`config.mk`:
```
export PLATFORM = sky130hd
export DESIGN_NAME = ad7124_conv_sequencer
export DESIGN_NICKNAME = d
export VERILOG_FILES = /design/src/rtl/ad7124_pkg.sv /design/src/rtl/ad7124_sample_reg.sv /design/src/rtl/ad7124_conv_sequencer.sv
export SDC_FILE = /design/constraint.sdc
export NUM_CORES = 1
export LEC_CHECK = 0
export CORE_ASPECT_RATIO = 0.7
export CORE_MARGIN = 5
export CORE_UTILIZATION = 47
export CTS_BUF_LIST = sky130_fd_sc_hd__clkbuf_2 sky130_fd_sc_hd__clkbuf_4 sky130_fd_sc_hd__clkbuf_8
export DETAILED_ROUTE_END_ITERATION = 8
export PLACE_DENSITY = 0.89
export SYNTH_ARGS = -nofsm -noshare
export SYNTH_HDL_FRONTEND = slang
export SYNTH_SLANG_ARGS = --single-unit
```
`constraint.sdc`:
```
create_clock -name clk -period 1.8 [get_ports clk]
set_input_delay 0.18 -clock clk [delete_from_list [all_inputs] [get_ports clk]]
set_output_delay 0.18 -clock clk [all_outputs]
set_load 0.03 [all_outputs]
```
`src/rtl/ad7124_pkg.sv`:
```
// Shared definitions for the AD7124 conversion sequencer: FSM state
// encoding, SPI command bytes and STATUS register field positions.
package ad7124_pkg;

   typedef enum logic [2:0] {
      ST_IDLE       = 3'd0,
      ST_WAIT_POLL  = 3'd1,
      ST_ISSUE_STAT = 3'd2,
      ST_WAIT_STAT  = 3'd3,
      ST_ISSUE_DATA = 3'd4,
      ST_WAIT_DATA  = 3'd5
   } seq_state_e;

   // Read commands: bit 6 set selects a register read, low bits are the address.
   localparam logic [7:0] AD7124_CMD_RD_STATUS = 8'h40;
   localparam logic [7:0] AD7124_CMD_RD_DATA   = 8'h42;

   // The 8-bit STATUS value arrives in the top byte of the 24-bit read result.
   localparam int STAT_LSB     = 16;
   localparam int STAT_RDY_BIT = 7;   // 0 = conversion ready
   localparam int STAT_CH_LSB  = 0;
   localparam int STAT_CH_W    = 4;

endpackage

```
`src/rtl/ad7124_sample_reg.sv`:
```
// Output sample register: valid/ready holding stage with overrun detection.
// Optional feature macro AD7124_SEQ_TWOS_COMP_EN: when defined, the loaded
// sample is converted from bipolar offset-binary to two's complement.
module ad7124_sample_reg
   import ad7124_pkg::*;
(
   input  logic                 clk,
   input  logic                 rst,
   input  logic                 push_i,
   input  logic [23:0]          push_data_i,
   input  logic [STAT_CH_W-1:0] push_chan_i,
   input  logic                 smp_ready_i,
   input  logic                 clr_flags_i,
   output logic [23:0]          smp_data_o,
   output logic [STAT_CH_W-1:0] smp_chan_o,
   output logic                 smp_valid_o,
   output logic                 err_ovr_o
);

   logic [23:0]          data_q, data_d;
   logic [STAT_CH_W-1:0] chan_q, chan_d;
   logic                 valid_q, valid_d;
   logic                 ovr_q, ovr_d;
   logic                 load;

   function automatic logic [23:0] conv_sample(input logic [23:0] d);
`ifdef AD7124_SEQ_TWOS_COMP_EN
      return {~d[23], d[22:0]};
`else
      return d;
`endif
   endfunction

   // A new sample may enter only if the slot is empty or being drained now.
   assign load = push_i & (~valid_q | smp_ready_i);

   // Next-state for the holding register and the sticky overrun flag.
   always_comb begin
      data_d  = data_q;
      chan_d  = chan_q;
      valid_d = valid_q;
      ovr_d   = ovr_q;
      if (clr_flags_i) ovr_d = 1'b0;
      if (push_i && !load) ovr_d = 1'b1;   // set beats a simultaneous clear
      if (valid_q && smp_ready_i) valid_d = 1'b0;
      if (load) begin
         data_d  = conv_sample(push_data_i);
         chan_d  = push_chan_i;
         valid_d = 1'b1;
      end
   end

   // Register update with synchronous reset.
   always_ff @(posedge clk) begin
      if (rst) begin
         data_q  <= '0;
         chan_q  <= '0;
         valid_q <= 1'b0;
         ovr_q   <= 1'b0;
      end else begin
         data_q  <= data_d;
         chan_q  <= chan_d;
         valid_q <= valid_d;
         ovr_q   <= ovr_d;
      end
   end

   assign smp_data_o  = data_q;
   assign smp_chan_o  = chan_q;
   assign smp_valid_o = valid_q;
   assign err_ovr_o   = ovr_q;

endmodule

```
`src/rtl/ad7124_conv_sequencer.sv`:
```
// AD7124 conversion sequencer: polls STATUS at a fixed interval, reads DATA
// once RDY is low and hands each result with its channel to the sample port.
// Optional feature macro AD7124_SEQ_TWOS_COMP_EN (see ad7124_sample_reg).
module ad7124_conv_sequencer #(
   parameter int DATA_WD      = 24,
   parameter int CMD_WD       = 8,
   parameter int POLL_DIV     = 4000,
   parameter int RESP_TO      = 4096,
   parameter int RDY_TO_POLLS = 1024
) (
   input  logic               clk,
   input  logic               rst,
   input  logic               enable,
   input  logic               clr_flags,
   output logic [CMD_WD-1:0]  spi_cmd,
   output logic               spi_cmd_vld,
   input  logic [DATA_WD-1:0] spi_rd_data,
   input  logic               spi_rd_vld,
   output logic [23:0]        smp_data,
   output logic [3:0]         smp_chan,
   output logic               smp_valid,
   input  logic               smp_ready,
   output logic               busy,
   output logic               err_resp,
   output logic               err_rdy,
   output logic               err_ovr
);

   import ad7124_pkg::*;

   localparam int PW = $clog2(POLL_DIV + 1);
   localparam int RW = $clog2(RESP_TO + 1);
   localparam int NW = $clog2(RDY_TO_POLLS + 1);

   seq_state_e           state_q, state_d;
   logic [PW-1:0]        poll_q, poll_d;
   logic [RW-1:0]        resp_q, resp_d;
   logic [NW-1:0]        nrdy_q, nrdy_d;
   logic [STAT_CH_W-1:0] chan_q, chan_d;
   logic [CMD_WD-1:0]    spi_cmd_q, spi_cmd_d;
   logic                 cmd_vld_q, cmd_vld_d;
   logic                 busy_q, busy_d;
   logic                 err_resp_q, err_resp_d;
   logic                 err_rdy_q, err_rdy_d;
   logic                 waiting, expire, stat_rdy, push;

   assign waiting  = (state_q == ST_WAIT_STAT) || (state_q == ST_WAIT_DATA);
   // Last cycle of the response window; a strobe in this cycle still counts.
   assign expire   = waiting && (resp_q >= RW'(RESP_TO - 1));
   assign stat_rdy = ~spi_rd_data[STAT_LSB + STAT_RDY_BIT];
   assign push     = (state_q == ST_WAIT_DATA) && spi_rd_vld;

   // State register and registered outputs.
   always_ff @(posedge clk) begin
      if (rst) begin
         state_q    <= ST_IDLE;
         poll_q     <= '0;
         resp_q     <= '0;
         nrdy_q     <= '0;
         chan_q     <= '0;
         spi_cmd_q  <= '0;
         cmd_vld_q  <= 1'b0;
         busy_q     <= 1'b0;
         err_resp_q <= 1'b0;
         err_rdy_q  <= 1'b0;
      end else begin
         state_q    <= state_d;
         poll_q     <= poll_d;
         resp_q     <= resp_d;
         nrdy_q     <= nrdy_d;
         chan_q     <= chan_d;
         spi_cmd_q  <= spi_cmd_d;
         cmd_vld_q  <= cmd_vld_d;
         busy_q     <= busy_d;
         err_resp_q <= err_resp_d;
         err_rdy_q  <= err_rdy_d;
      end
   end

   // Next-state logic; an issued transaction always runs to its end before IDLE.
   always_comb begin
      state_d = state_q;
      unique case (state_q)
         ST_IDLE:       if (enable) state_d = ST_WAIT_POLL;
         ST_WAIT_POLL: begin
            if (!enable)          state_d = ST_IDLE;
            else if (poll_q == '0) state_d = ST_ISSUE_STAT;
         end
         ST_ISSUE_STAT: state_d = ST_WAIT_STAT;
         ST_WAIT_STAT: begin
            if (spi_rd_vld) begin
               if (!enable)       state_d = ST_IDLE;
               else if (stat_rdy) state_d = ST_ISSUE_DATA;
               else               state_d = ST_WAIT_POLL;
            end else if (expire) begin
               state_d = enable ? ST_WAIT_POLL : ST_IDLE;
            end
         end
         ST_ISSUE_DATA: state_d = ST_WAIT_DATA;
         ST_WAIT_DATA: begin
            if (spi_rd_vld || expire) state_d = enable ? ST_WAIT_POLL : ST_IDLE;
         end
         default:       state_d = ST_IDLE;
      endcase
   end

   // Output next values: the strobe tracks the ISSUE states, the byte is held.
   always_comb begin
      spi_cmd_d = spi_cmd_q;
      cmd_vld_d = 1'b0;
      busy_d    = (state_d != ST_IDLE);
      if (state_d == ST_ISSUE_STAT) begin
         spi_cmd_d = CMD_WD'(AD7124_CMD_RD_STATUS);
         cmd_vld_d = 1'b1;
      end else if (state_d == ST_ISSUE_DATA) begin
         spi_cmd_d = CMD_WD'(AD7124_CMD_RD_DATA);
         cmd_vld_d = 1'b1;
      end
   end

   // Poll/response/not-ready counters, channel capture and sticky flags.
   always_comb begin
      poll_d     = (state_q == ST_WAIT_POLL && poll_q != '0) ? poll_q - 1'b1
                                                             : PW'(POLL_DIV - 1);
      resp_d     = '0;
      nrdy_d     = nrdy_q;
      chan_d     = chan_q;
      err_resp_d = err_resp_q;
      err_rdy_d  = err_rdy_q;
      if (clr_flags) begin
         err_resp_d = 1'b0;
         err_rdy_d  = 1'b0;
      end
      if (state_q == ST_ISSUE_STAT || state_q == ST_ISSUE_DATA) resp_d = RW'(1);
      else if (waiting) resp_d = resp_q + 1'b1;
      if (waiting && expire && !spi_rd_vld) err_resp_d = 1'b1;
      if (state_q == ST_WAIT_STAT && spi_rd_vld) begin
         if (stat_rdy) begin
            chan_d = spi_rd_data[STAT_LSB + STAT_CH_LSB +: STAT_CH_W];
            nrdy_d = '0;
         end else if (nrdy_q == NW'(RDY_TO_POLLS - 1)) begin
            err_rdy_d = 1'b1;
            nrdy_d    = '0;
         end else begin
            nrdy_d = nrdy_q + 1'b1;
         end
      end
   end

   ad7124_sample_reg u_sample_reg (
      .clk         (clk),
      .rst         (rst),
      .push_i      (push),
      .push_data_i (spi_rd_data[23:0]),
      .push_chan_i (chan_q),
      .smp_ready_i (smp_ready),
      .clr_flags_i (clr_flags),
      .smp_data_o  (smp_data),
      .smp_chan_o  (smp_chan),
      .smp_valid_o (smp_valid),
      .err_ovr_o   (err_ovr)
   );

   assign spi_cmd     = spi_cmd_q;
   assign spi_cmd_vld = cmd_vld_q;
   assign busy        = busy_q;
   assign err_resp    = err_resp_q;
   assign err_rdy     = err_rdy_q;

endmodule

```
==> results of run 1 <==
[kinds of logic after synthesis]
| group | synth area share (%) |
|---|---|
| compound gates | 13.6 |
| xor+xnor | 5.88 |
| fa+ha+maj | 1.53 |
| buf+inv | 4.47 |
| flops | 48.2 |
| other cells | 0.114 |
| simple gates | 26.1 |
[cell usage in the layout, fill, tap and decap left out, types with 2 or more instances in the layout]
cell type	synthesis	layout
nand2_1	80	80
dfxtp_1	79	74
clkdlybuf4s50_1	0	64
a21oi_1	50	49
nor2_1	32	31
buf_4	6	25
nand3_1	16	16
xnor2_1	11	11
xor2_1	11	11
nor3_1	10	10
o21ai_0	10	10
inv_1	10	9
clkbuf_8	0	9
and3_1	8	8
conb_1	1	6
dfxtp_2	0	5
nor2b_1	4	4
nand4_1	4	4
nor4_2	1	3
a31oi_1	3	3
a22oi_1	3	3
ha_1	4	3
clkinvlp_4	0	3
inv_6	0	3
o31ai_1	2	2
nor4_1	4	2
or4_1	2	2
a22o_1	2	2
a221o_1	2	2
[worst max-delay path by stage]
stage / from / slack, ns / cells after the start / end
3_5_place_dp: poll_q[1] / -0.15 / 7 / poll_q[3]
2_1_floorplan: poll_q[0] / 0.03 / 7 / busy
5_1_grt: state_q[1] / -0.003 / 5 / busy
3_3_place_gp: poll_q[0] / -0.03 / 7 / poll_q[6]
4_1_cts: nrdy_q[1] / 0.04 / 7 / nrdy_q[7]
6_report: state_q[1] / 0.09 / 5 / busy
[power breakdown]
group	switching, uW	internal (uW)
sequential	28.9	1770
combinational	127	120
clock	680	654
[state kept, by name (all words and copies together) (netlist names), 2 cells and up]
register / flops
u_sample_reg.smp_chan_o: 4
chan_q: 4
poll_q: 12
spi_cmd: 2
nrdy_q: 11
u_sample_reg.smp_data_o: 24
state_q: 3
resp_q: 13
[what timing repair did]
action,CTS,global route
endpoints found under the setup margin,14,14
gates resized for setup,5,10
buffers inserted,0,1
pin swaps,0,2
[layer usage]
metal / vias to the layer above / wire [um] / GRT usage (%)
met5: - / 0 / 0
met4: 0 / 203 / 7.47
met3: 22 / 470 / 5.90
met2: 82 / 3980 / 32.2
met1: 1409 / 3630 / 23.9
li1: 1506 / - / -
[cell type report]
class,count,area [um^2]
tap,94,118
clock inverter,7,78.8
clock buffer,9,124
sequential,79,1590
inverter,10,37.5
multi-input combinational,288,1620
timing repair buffer,91,853
fill,545,2340
[critical path: cells and delay by family (launching register included)]
| family | cells | cell delay, ns |
|---|---|---|
| AO/OA/AOI/OAI | 1 | 0.07 |
| AND/OR/NAND/NOR | 3 | 0.97 |
| XOR/XNOR | 1 | 0.14 |
| flip-flops | 1 | 0.45 |
[stage by stage]
step                      power, uW  TNS [ns]  std cells  setup WS, ns
after global placement         2070   -0.0851        561       -0.0295
after floorplan                1970         0        399        0.0323
final                          3380         0        578        0.0855
after global routing           3530  -0.00292        578      -0.00292
after detailed placement       2080     -1.16        561        -0.145
after CTS                      3400         0        577        0.0398
==> qor.txt, run 1 <==
die area: 0.00877 mm^2
ranking of synthesized cells by area: dfxtp_1 48%, nand2_1 9.2%, a21oi_1 7.6%, nor2_1 3.7%, xnor2_1 2.9%
Pwr Density: 766 mW/mm^2
vias per cell: 5.22
port bufs: 65
Worst Hold End: state_q[1]
most instantiated cells after synthesis: 80 x nand2_1, 79 x dfxtp_1, 50 x a21oi_1
slowest CP cell: dfxtp_1
routability cong.: 0.870
Hold Fails Final Rpt: 0
Setup violations, final: 0
Clock Tree Buf Depth: 2
reg2reg path depth: 5
dominant synthesized flop cell: dfxtp_1
first-pass GRT wire length: 13600 um
Root Driver: clkbuf_8
CTS clk-pin slew, worst paths: 0.08 ns
final period utilization: 95.3%
max_cap viols: 0
gate count after technology mapping: 394
crit-path max cell delay: 0.45 ns
Total GRT Usage: 19.6%
HP Class: in2reg
I/O pins: 72
setup slack, reg-to-reg: 0.09 ns
final standard cell area without fillers: 0.00442 mm^2
DPL Wire Length: 5930 um
number of global-route vias before repair: 2988
post-synthesis sequential area ratio: 48.2%
aggregate global routing overflow: 0
CTS tree: done
Layout Skew: 0.0109 ns
Residual DRC: 0
DP Area: 0.00415 mm^2
Reg-to-Reg End: busy
largest fanout on the critical path: 6
critical path cell sequence: xnor2_1 > or3b_1 > or4_1 > and3_4 > o211ai_2
Slew Limit Headroom: 65.9%
Initial Util: 48.5%
Crit Path Class: reg2reg
Fmax: 583 MHz
clk_lat worst skew: 0.36 ns
RSZ-0062 raised after global routing: true
layout cells sized above 1: 13.2%
H-tree levels: 3
Die Wd: 110 um
Die Y: 79.9 um
ys async rst share: 0%
status: finished clean
Worst Tran Pin Value: 0.509 ns
WHS: 0.157 ns
FF-to-FF Start: state_q[1]
nets@finish: 513
DRT iter0 DRCs: 135
Hold Path Cell Cnt: 2
Core Area: 0.00676 mm^2
CP endpoint kind: flop
Avg WL per Cell: 14.3 um
Post-DRT Antenna Nets: 0
Yosys Warn Count: 0
Netlist cell types: 50
routed wire length: 8280 um
clk sinks: 79
CTS buffer count: 9
pin count of the biggest net entering global routing: 39
Area Growth Syn to Fin: 34.7%
Worst Setup Start Kind: flop
Leak: 0.00163 uW
number of synthesized flops with an enable pin: 0
most frequent cell after synthesis: nand2_1
Antenna Cells: 0
Seq cells post-synth: 79
min Tclk post-route: 1.71 ns
DR vias: 3019
Post-Syn Area: 0.00328 mm^2
antenna violations before repair: 0
Max VDD drop: 0.531 mV
CP required: 2.09 ns
Final Max Tran Viols: 0
dominant cell type by area after synthesis: dfxtp_1
Hold Buf Count CTS: 0
Post-Syn Area per Cell: 8.32 um^2
row count: 25
Worst Path Arrival: 2.00 ns
utilization after layout: 65.4%
Hold Crit Start: rst
drt pass-1 iters: 4
Yosys top cell area share: 48.2%
(Power assumes the default switching activity.)
==> run 2, diff against run 1 <==
--- a/config.mk
+++ b/config.mk
@@ -11,6 +11,7 @@
 export CTS_BUF_LIST = sky130_fd_sc_hd__clkbuf_2 sky130_fd_sc_hd__clkbuf_4 sky130_fd_sc_hd__clkbuf_8
 export DETAILED_ROUTE_END_ITERATION = 8
 export PLACE_DENSITY = 0.89
+export SKIP_CTS_REPAIR_TIMING = 1
 export SYNTH_ARGS = -nofsm -noshare
 export SYNTH_HDL_FRONTEND = slang
 export SYNTH_SLANG_ARGS = --single-unit
==> qor.txt, run 2 (same netlist as run 1, synthesis figures left out) <==
Crit Path Class: reg2reg
placed cell count: 561 (unchanged)
RSZ-0062 raised after global routing: false
routability cong.: 0.870 (unchanged)
Initial Util: 48.5% (unchanged)
port bufs: 65 (unchanged)
Residual DRC: 0 (unchanged)
utilization after layout: 65.4% (about the same)
number of global-route vias before repair: 2980 (-0.27%)
Non-Filler Instances: 578 (unchanged)
H-tree levels: 3 (unchanged)
die area: 0.00877 mm^2 (unchanged)
Setup TNS: 0 ns (unchanged)
Hold Path Cell Cnt: 2 (unchanged)
Total GRT Usage: 19.6% (+0.020 points)
Worst Tran Pin Value: 0.501 ns (-0.00824 ns)
Fill cells: 544 (-0.18%)
Worst Setup Start Kind: flop
Setup crit end: busy
CTS clk-pin slew, worst paths: 0.08 ns (about the same)
reg2reg path depth: 6 (+1)
vias per cell: 5.24 (+0.23%)
I/O pins: 72 (unchanged)
setup slack, reg-to-reg: 0.10 ns (+0.02 ns)
pin count of the biggest net entering global routing: 39 (unchanged)
DPL Wire Length: 5930 um (unchanged)
Antenna Cells: 0 (unchanged)
layout cells sized above 1: 13.6% (+0.41 points)
FF-to-FF Start: resp_q[9]
Avg WL per Cell: 14.4 um (+0.18%)
Worst Path Arrival: 1.92 ns (-0.08 ns)
Crit. Startpoint: resp_q[9]
DR vias: 3026 (+0.23%)
Slew Limit Headroom: 66.5% (+0.55 points)
nets@finish: 513 (unchanged)
Die Y: 79.9 um (unchanged)
CP required: 2.02 ns (-0.07 ns)
clk sinks: 79 (unchanged)
largest fanout on the critical path: 4 (-2)
final period utilization: 94.2% (-1.1 points)
Reg-to-Reg End: busy
CP endpoint kind: flop
Core Area: 0.00676 mm^2 (unchanged)
most frequent cells in the layout: 80 x nand2_1, 72 x dfxtp_1, 64 x clkdlybuf4s50_1
Fmax: 590 MHz (+1.1%)
Clock Tree Buf Depth: 2 (unchanged)
drt pass-1 iters: 4 (unchanged)
Final Max Tran Viols: 0 (unchanged)
Die Wd: 110 um (unchanged)
Leak: 0.00163 uW (about the same)
Max VDD drop: 0.531 mV (about the same)
Hold Fails Final Rpt: 0 (unchanged)
antenna violations before repair: 0 (unchanged)
WHS: 0.163 ns (+0.00643 ns)
critical path cell sequence: nand4_1 > nor4_2 > buf_4 > o31ai_1 > a31oi_1 > o211ai_2
slowest CP cell: dfxtp_1
max reg flops: 24 (unchanged)
max_cap viols: 0 (unchanged)
Root Driver: clkbuf_8
DRT iter0 DRCs: 124 (-8.1%)
most common cell after layout, fill and taps aside: nand2_1
Post-DRT Antenna Nets: 0 (unchanged)
Setup WS pre-CTS: -0.145 ns (unchanged)
HP Class: in2reg
first-pass GRT wire length: 13600 um (-0.10%)
min Tclk post-route: 1.70 ns (-0.0194 ns)
aggregate global routing overflow: 0 (unchanged)
crit-path max cell delay: 0.39 ns (-0.06 ns)
final setup margin: 0.105 ns (+0.0194 ns)
row count: 25 (unchanged)
Layout Skew: 0.0132 ns (+0.00239 ns)
clk_lat worst skew: 0.36 ns (about the same)
CTS buffer count: 9 (unchanged)
CTS tree: done
Area Growth Syn to Fin: 34.8% (about the same)
Pwr Density: 766 mW/mm^2 (about the same)
Setup violations, final: 0 (unchanged)
status: finished clean
routed wire length: 8300 um (+0.18%)
## run 2: how the worst min path moves through the flow
| stage | start | endpoint | slack, ns |
|---|---|---|---|
| CTS | rst | state_q[1] | 0.15 |
| finish | rst | state_q[1] | 0.16 |
| floorplan | spi_rd_data[16] | chan_q[0] | 0.32 |
| detailed placement | u_sample_reg.smp_data_o[12] | u_sample_reg.smp_data_o[12] | 0.45 |
| global placement | chan_q[1] | u_sample_reg.smp_chan_o[1] | 0.44 |
| global route | rst | state_q[1] | 0.16 |
## run 2: worst max-delay path: cells and delay by family, from the launching register on
| kind | cells | cell delay [ns] |
|---|---|---|
| compound gates | 3 | 0.51 |
| buf+inv | 1 | 0.17 |
| flops | 1 | 0.39 |
| simple gates | 2 | 0.50 |
## run 2: cell type report
cell class | instances | area [um^2] | area share [%]
multi-input cells | 288 | 1620 | 36.6
flip-flops and latches | 79 | 1590 | 36.0
repair buffers | 91 | 853 | 19.3
clock buffers | 9 | 124 | 2.80
well taps | 94 | 118 | 2.66
clock inverters | 7 | 78.8 | 1.78
inverters | 10 | 37.5 | 0.850
## run 2: per-stage QoR
| step | power, uW | instance area, um^2 |
|---|---|---|
| finish | 3380 | 4420 |
| global route | 3540 | 4420 |
| CTS | 3400 | 4350 |
| detailed placement | 2080 | 4150 |
| global placement | 2070 | 4150 |
| floorplan | 1970 | 3300 |
## run 2: per-layer routing
metal	GRT usage, %	routed length [um]	vias up
li1	-	-	1506
met1	23.9	3660	1411
met2	31.9	3960	89
met3	6.22	476	20
met4	7.72	204	0
met5	0	0	-
## run 2: power by group
part / internal [uW] / switching (uW)
Sequential: 1770 / 28.8
Clock: 654 / 680
Combinational: 120 / 127
==> run 3, diff against run 2 <==
--- a/config.mk
+++ b/config.mk
@@ -5,6 +5,7 @@
 export SDC_FILE = /design/constraint.sdc
 export NUM_CORES = 1
 export LEC_CHECK = 0
+export CAP_MARGIN = 20
 export CORE_ASPECT_RATIO = 0.7
 export CORE_MARGIN = 5
 export CORE_UTILIZATION = 47
==> results of run 3 <==
No change in the layout: final DEF, timing and power equal those of run 2.
